`config.mk`:
```
export PLATFORM = sky130hd
export DESIGN_NAME = piso_tx
export DESIGN_NICKNAME = d
export VERILOG_FILES = /design/src/rtl/piso_tx.sv
export SDC_FILE = /design/constraint.sdc
export NUM_CORES = 1
export LEC_CHECK = 0
export BUFFER_PORTS_ARGS = -buffer_cell sky130_fd_sc_hd__buf_2
export CORE_ASPECT_RATIO = 1.2
export CORE_UTILIZATION = 45
export DETAILED_ROUTE_END_ITERATION = 10
export GPL_TIMING_DRIVEN = 0
export PLACE_DENSITY = 0.73
export SLEW_MARGIN = 20
export SYNTH_ARGS = -nofsm -noshare
export SYNTH_HDL_FRONTEND = slang
export SYNTH_SLANG_ARGS = --single-unit
```
`constraint.sdc`:
```
create_clock -name clk -period 4.2 [get_ports clk]
set_input_delay 0.63 -clock clk [delete_from_list [all_inputs] [get_ports clk]]
set_output_delay 0.63 -clock clk [all_outputs]
set_load 0.05 [all_outputs]
```
`src/rtl/piso_tx.sv`:
```
// piso_tx: framed parallel-in, serial-out transmitter.
// Accepts a WIDTH-bit word on a valid/ready handshake and sends it LSB first,
// framed by one start bit (0) and one stop bit (1). Each bit is held on the
// line for BIT_CYCLES clocks.
//
// Ports:
//   clk        - clock, rising edge active
//   rst_n      - asynchronous active-low reset
//   din        - word to send, sampled only when a load is accepted
//   load_valid - caller requests a frame
//   load_ready - high only in IDLE; load taken on load_valid && load_ready
//   sout       - serial line, idles high
//   sout_b     - registered complement of sout
//   busy       - high for the whole frame (start, data, stop)
//   done       - one-cycle pulse in the first IDLE cycle after the stop bit
module piso_tx #(
  parameter int WIDTH      = 8,
  parameter int BIT_CYCLES = 4
) (
  input  logic             clk,
  input  logic             rst_n,
  input  logic [WIDTH-1:0] din,
  input  logic             load_valid,
  output logic             load_ready,
  output logic             sout,
  output logic             sout_b,
  output logic             busy,
  output logic             done
);

  localparam int CW = (BIT_CYCLES > 1) ? $clog2(BIT_CYCLES) : 1;
  localparam int IW = (WIDTH > 1) ? $clog2(WIDTH) : 1;

  typedef enum logic [1:0] {IDLE, START, DATA, STOP} state_e;

  state_e           state_q;
  logic [WIDTH-1:0] sh_q;
  logic [WIDTH-1:0] sh_nx;
  logic [CW-1:0]    cnt_q;
  logic [IW-1:0]    idx_q;
  logic             sout_q, sout_b_q, busy_q, done_q, ready_q;
  logic             bit_end;

  assign sh_nx   = sh_q >> 1;
  assign bit_end = (cnt_q == CW'(BIT_CYCLES - 1));

  // Every output is computed as next-state and registered, so the line value
  // for a state is already on sout in the first cycle of that state. sout and
  // sout_b are separate flops loaded with complementary values.
  always_ff @(posedge clk or negedge rst_n) begin
    if (!rst_n) begin
      state_q  <= IDLE;
      sh_q     <= '0;
      cnt_q    <= '0;
      idx_q    <= '0;
      sout_q   <= 1'b1;
      sout_b_q <= 1'b0;
      busy_q   <= 1'b0;
      done_q   <= 1'b0;
      ready_q  <= 1'b1;
    end else begin
      done_q <= 1'b0;
      case (state_q)
        IDLE: begin
          if (load_valid) begin
            sh_q     <= din;
            cnt_q    <= '0;
            state_q  <= START;
            sout_q   <= 1'b0;
            sout_b_q <= 1'b1;
            busy_q   <= 1'b1;
            ready_q  <= 1'b0;
          end
        end
        START: begin
          if (bit_end) begin
            cnt_q    <= '0;
            idx_q    <= '0;
            state_q  <= DATA;
            sout_q   <= sh_q[0];
            sout_b_q <= ~sh_q[0];
          end else begin
            cnt_q <= cnt_q + CW'(1);
          end
        end
        DATA: begin
          if (bit_end) begin
            cnt_q <= '0;
            sh_q  <= sh_nx;
            if (idx_q == IW'(WIDTH - 1)) begin
              state_q  <= STOP;
              sout_q   <= 1'b1;
              sout_b_q <= 1'b0;
            end else begin
              idx_q    <= idx_q + IW'(1);
              sout_q   <= sh_nx[0];
              sout_b_q <= ~sh_nx[0];
            end
          end else begin
            cnt_q <= cnt_q + CW'(1);
          end
        end
        STOP: begin
          if (bit_end) begin
            cnt_q   <= '0;
            state_q <= IDLE;
            busy_q  <= 1'b0;
            ready_q <= 1'b1;
            done_q  <= 1'b1;
          end else begin
            cnt_q <= cnt_q + CW'(1);
          end
        end
        default: state_q <= IDLE;
      endcase
    end
  end

  assign load_ready = ready_q;
  assign sout       = sout_q;
  assign sout_b     = sout_b_q;
  assign busy       = busy_q;
  assign done       = done_q;

endmodule

```
After elaboration in Yosys (flattened, before gate mapping)
Index checks and enable logic that the tools add are counted.

Add/sub/neg operators: 2. $mul: 0. Div/mod/pow operators: 0. Order comparisons: 0. Eq/ne operators: 11. Shift-type cells: 0. Multiplexer cells: 32. Bitwise operators: 2. Reduce and logical (&&, ||, !) cells: 11.

Operators by type and width (number): 2-to-1 mux 8 bit (2); one-hot mux 8 bit (2 select lines) (1); 2-to-1 mux 2 bit (7); 2-to-1 mux 1 bit (12); inequality test 2 bit (second input constant) (6); 2-to-1 mux 3 bit (3); one-hot mux 2 bit (4 select lines) (1); AND reduction 4 bit (2); equality test 2 bit (second input constant) (3); one-hot mux 1 bit (3 select lines) (2); one-hot mux 3 bit (2 select lines) (1); AND reduction 3 bit (2); nonzero test 2 bit (3); AND reduction 5 bit (1); one-hot mux 1 bit (2 select lines) (2); one-hot mux 2 bit (2 select lines) (1); adder 3 x 1 -> 3 bit (second input constant) (1); equality test 3 bit (second input constant) (1); nonzero test 3 bit (1); OR reduction 3 bit (1); adder 2 x 1 -> 2 bit (second input constant) (1); equality test 2 x 1 -> 1 bit (second input constant) (1); zero test 2 bit (1); inverter 1 bit (2).

Flip-flop bits (word level): 20. Bits in latches: 0. Memory bits (writable): 0. Bits in read-only memories: 0. Input bits: 11. Output and inout bits: 5. Word-level logic and storage cells: 67. Memories: 0.

Depth between registers and ports, before layout
Word-level depth: 4. Depth in mapped cells: 6. Depth with buffers taken out: 5.

Worst setup path before layout
OpenSTA, ideal clock, no wires.

Path type: reg2reg. Start: reg state_q[0]. End: reg sh_q[1]. Setup time: 0.125 ns. Arrival time: 1.588 ns. Setup slack: 2.487 ns. Cell stages (with the launch flop): 6. Path buffers: 1. Clock period less this slack: 1.713 ns. Path through: dfrtp_1 -> inv_1 -> ha_1 -> buf_2 -> mux2_2 -> mux2_2.

Longest elaborated chain between the ends: 3. Elaborated cells on any way between the ends: 7. Those cells by class: eq/ne: 3; mux: 1; reduce/logical: 3.

Ends and longest elaborated chain: start: declaration (line 36) `state_e state_q;`; start signal: assignment (line 52) `state_q <= IDLE;`; start signal: assignment (line 68) `state_q <= START;`; start signal: assignment (line 79) `state_q <= DATA;`; equality test 2 bit or zero test 2 bit (tied branches) (line 63) `case (state_q)`; inequality test 2 bit (no source line) or nonzero test 2 bit (tied branches); AND reduction 3 bit (no source line); end signal: assignment (line 66) `sh_q <= din;`; end signal: assignment (line 89) `sh_q <= sh_nx;`; end: declaration (line 37) `logic [WIDTH-1:0] sh_q;`.

Parallel ways exist; a longest one is shown, timed or not. A chain may end at the register's enable or synchronous reset.

Worst setup path in the final report
Start: reg state_q[0]. End: reg sh_q[3].

The elaborated chain is that of the path after synthesis.

==> impl_metrics.tcl <==
set metrics [dict create \
    status "finished, final reports clean" \
    fmax_mhz 521 \
    drtPass1Iterations 2 \
    grt_pass1_wl_mm 3.26 \
    fp-row-count 19 \
    peakVddDrop_uv 446 \
    grt_usage_pct 16.3 \
    finalCritPeriodShare_pct 45.7 \
    layout_commonest_cell "dfrtp_1" \
    synth_top_cell_by_area "dfrtp_1" \
    worst_path_max_delay_cell "dfrtp_1" \
    drive_gt1_share_pct 40.7 \
    yosys.area_share.xor_xnor_pct 0 \
    fillerInstances 210 \
    cp.arrival_ns 2.11 \
    p_int_mw 0.630 \
    synthSimpleGateAreaFrac_pct 10.5 \
    gr-total-overflow 0 \
    fp.dieW_um 48.2 \
    yosysTopAreaCellShare_pct 39.0 \
    pin_count 16 \
    vias 734 \
    diodes 0 \
    grt_pass1_vias 769 \
    power.leakage_nw 0.618 \
    postCtsSetupBuffers 0 \
    fp.dieArea_mm2 0.00277 \
    synthAdderAreaFrac_pct 10.8 \
    hpwlAfterDp_mm 1.41 \
    cts_num_sinks 20 \
    mostFrequentLayoutCells "dfrtp_1, mux2_2, buf_2" \
    clkTransAtPathRegs_ns 0.11 \
    power_density_mw_per_mm2 799 \
    routed_via_density 5.10 \
    postSynthAreaPerCell_um2 12.3 \
    max_slew_margin_pct 70.6 \
    rsz0062_at_grt "false" \
    syn_to_final_growth_pct 13.0 \
    setup_tns_ns 0 \
    drc 0 \
    ctsHoldBuffers 0 \
    synth_compound_area_share_pct 10.5 \
    slowest_delay_ns 0.44 \
    power_frac_seq_pct 32.8 \
    grt_max_degree 21 \
    crit_required_ns 4.39 \
    crit_chain "inv_1 > ha_1 > buf_2 > mux2_2 > mux2_2" \
    drt-total-wl_mm 1.85 \
    synth_area_leaders "dfrtp_1, mux2_2, ha_1, dfstp_2, mux2i_1" \
    finalHoldViolations 0 \
    worstSetupStartpoint "state_q[0]" \
    multi_input_area_um2 611 \
    setup_viol 0 \
    p_comb_share_pct 56.8 \
    min_path_type "in2async" \
    cts_buffer_depth 2 \
    synthesis.nets 115 \
    hold_ws_ns 0.263 \
    yosysSeqAreaShare_pct 43.6 \
    rrSetupSlack_ns 2.28 \
    crit_path_frequent_cell "mux2_2" \
    start_util_pct 49.0 \
    synth_top_family_by_area "multiplexers" \
    pwr-share-clk_pct 10.4 \
    ant_nets 0 \
    fp.coreArea_mm2 0.00235 \
    cts-resized-gates 0 \
    p_sw_mw 0.412 \
    place.gp.congestion 0.724 \
    cts_root_buf "clkbuf_4" \
    period_minus_slack_ns 1.92 \
    initialDrtViolationCount 5 \
    final_nets 135 \
    avgRoutedWirePerCell_um 12.9 \
    rr_startpoint "state_q[0]" \
    numCtsBuffers 3 \
    finalPower_mw 1.04 \
    cap_violations 0 \
    seqCellArea_um2 503 \
    antenna_found_initial 0 \
    die_h_um 57.5 \
    muxShareOfSynthArea_pct 21.0 \
    clk_latency_ns 0.29 \
    synth_cells 94 \
    worst_pin_slew_ns 0.441 \
    skew_ns 0.00136 \
    synth_area_mm2 0.00115 \
    final_max_slew_viol_count 0 \
    io_buffers 15 \
    ys_types 29 \
    htree_num_levels 1 \
    cp-end-kind "flop" \
    swShare_pct 39.5 \
    path_max_fanout 10 \
    crit_type "reg2reg" \
    critPathLaunchType "flop" \
    synth-seq-cells 20 \
    cts_tree "yes" \
    yosys_warnings 0 \
]
through the flow:
step | instances | area [um2] | worst slack [ns] | utilization, %
finish | 144 | 1300 | 2.28 | 55.4
global placement | 140 | 1270 | 2.34 | 53.9
floorplan | 94 | 1150 | 2.49 | -
detailed placement | 140 | 1270 | 2.27 | 53.9
global route | 144 | 1300 | 2.16 | 55.4
CTS | 144 | 1300 | 2.26 | 55.4
layer usage:
| layer | up-vias | wire, um | global-route usage, % | part of all wire [%] |
|---|---|---|---|---|
| li1 | 365 | - | - | - |
| met1 | 353 | 806 | 20.0 | 44 |
| met2 | 14 | 965 | 27.6 | 52 |
| met3 | 2 | 69 | 3.80 | 3.7 |
| met4 | 0 | 11 | 3.97 | 0.59 |
| met5 | - | 0 | 0 | 0 |
logic make-up after synthesis:
kind of cell	after synthesis
fa+ha+maj	10
buf+inv	10
mux	22
flops	20
simple gates	19
compound gates	13
worst max-delay path: cells and delay by family (launching register included):
family,cells,cell delay (ns)
muxes,2,0.62
buffers and inverters,2,0.45
adders and majority gates,1,0.31
DFF,1,0.44
path summary, 6_finish.rpt:
| check | cells after the start | end |
|---|---|---|
| setup / recovery | 5 | sh_q[3] |
| hold / removal | 1 | cnt_q[1] |
| setup reg to reg | 5 | sh_q[3] |
| hold reg to reg | 2 | cnt_q[1] |
| max in group asynchronous | 1 | sout |
| min in group clk | 2 | cnt_q[1] |
registers in the layout, summed over array words and instances, names as in the netlist:
| signal | flops |
|---|---|
| sh_q | 8 |
| idx_q | 3 |
| cnt_q | 2 |
| state_q | 2 |
| busy | 1 |
| done | 1 |
| load_ready | 1 |
| sout | 1 |
| sout_b | 1 |
area by class of cell:
type,instances,share of cell area [%]
Clock buffer,4,2.78
Timing Repair Buffer,15,5.76
Buffer,2,0.768
Sequential cell,20,38.6
Tap cell,31,2.98
Multi-Input combinational cell,64,46.8
Inverter,8,2.30
power groups by stage:
| stage | sequential [mW] | clock (mW) | combinational, mW |
|---|---|---|---|
| final | 0.342 | 0.109 | 0.591 |
| after global routing | 0.356 | 0.121 | 0.655 |
| after floorplan | 0.375 | 0 | 0.451 |
| after global placement | 0.338 | 0 | 0.570 |
| after detailed placement | 0.346 | 0 | 0.598 |
| after CTS | 0.341 | 0.113 | 0.601 |
Yosys cell counts:
library cell / number
dfrtp_1: 18
mux2_2: 17
ha_1: 10
inv_1: 8
nand2_1: 7
mux2i_1: 4
a21oi_1: 3
dfstp_2: 2
nor2_1: 2
nor2b_1: 2
o21ai_0: 2
or2b_1: 2
a21boi_0: 1
a21o_1: 1
a31oi_4: 1
and2_1: 1
and3b_2: 1
buf_2: 1
clkbuf_2: 1
mux2_1: 1
nand3b_1: 1
nor2_4: 1
nor3b_4: 1
nor4_1: 1
o2111ai_2: 1
o21bai_4: 1
o221ai_1: 1
o2bb2ai_1: 1
o41ai_1: 1
Note: power is estimated with default switching activity, not from simulation.
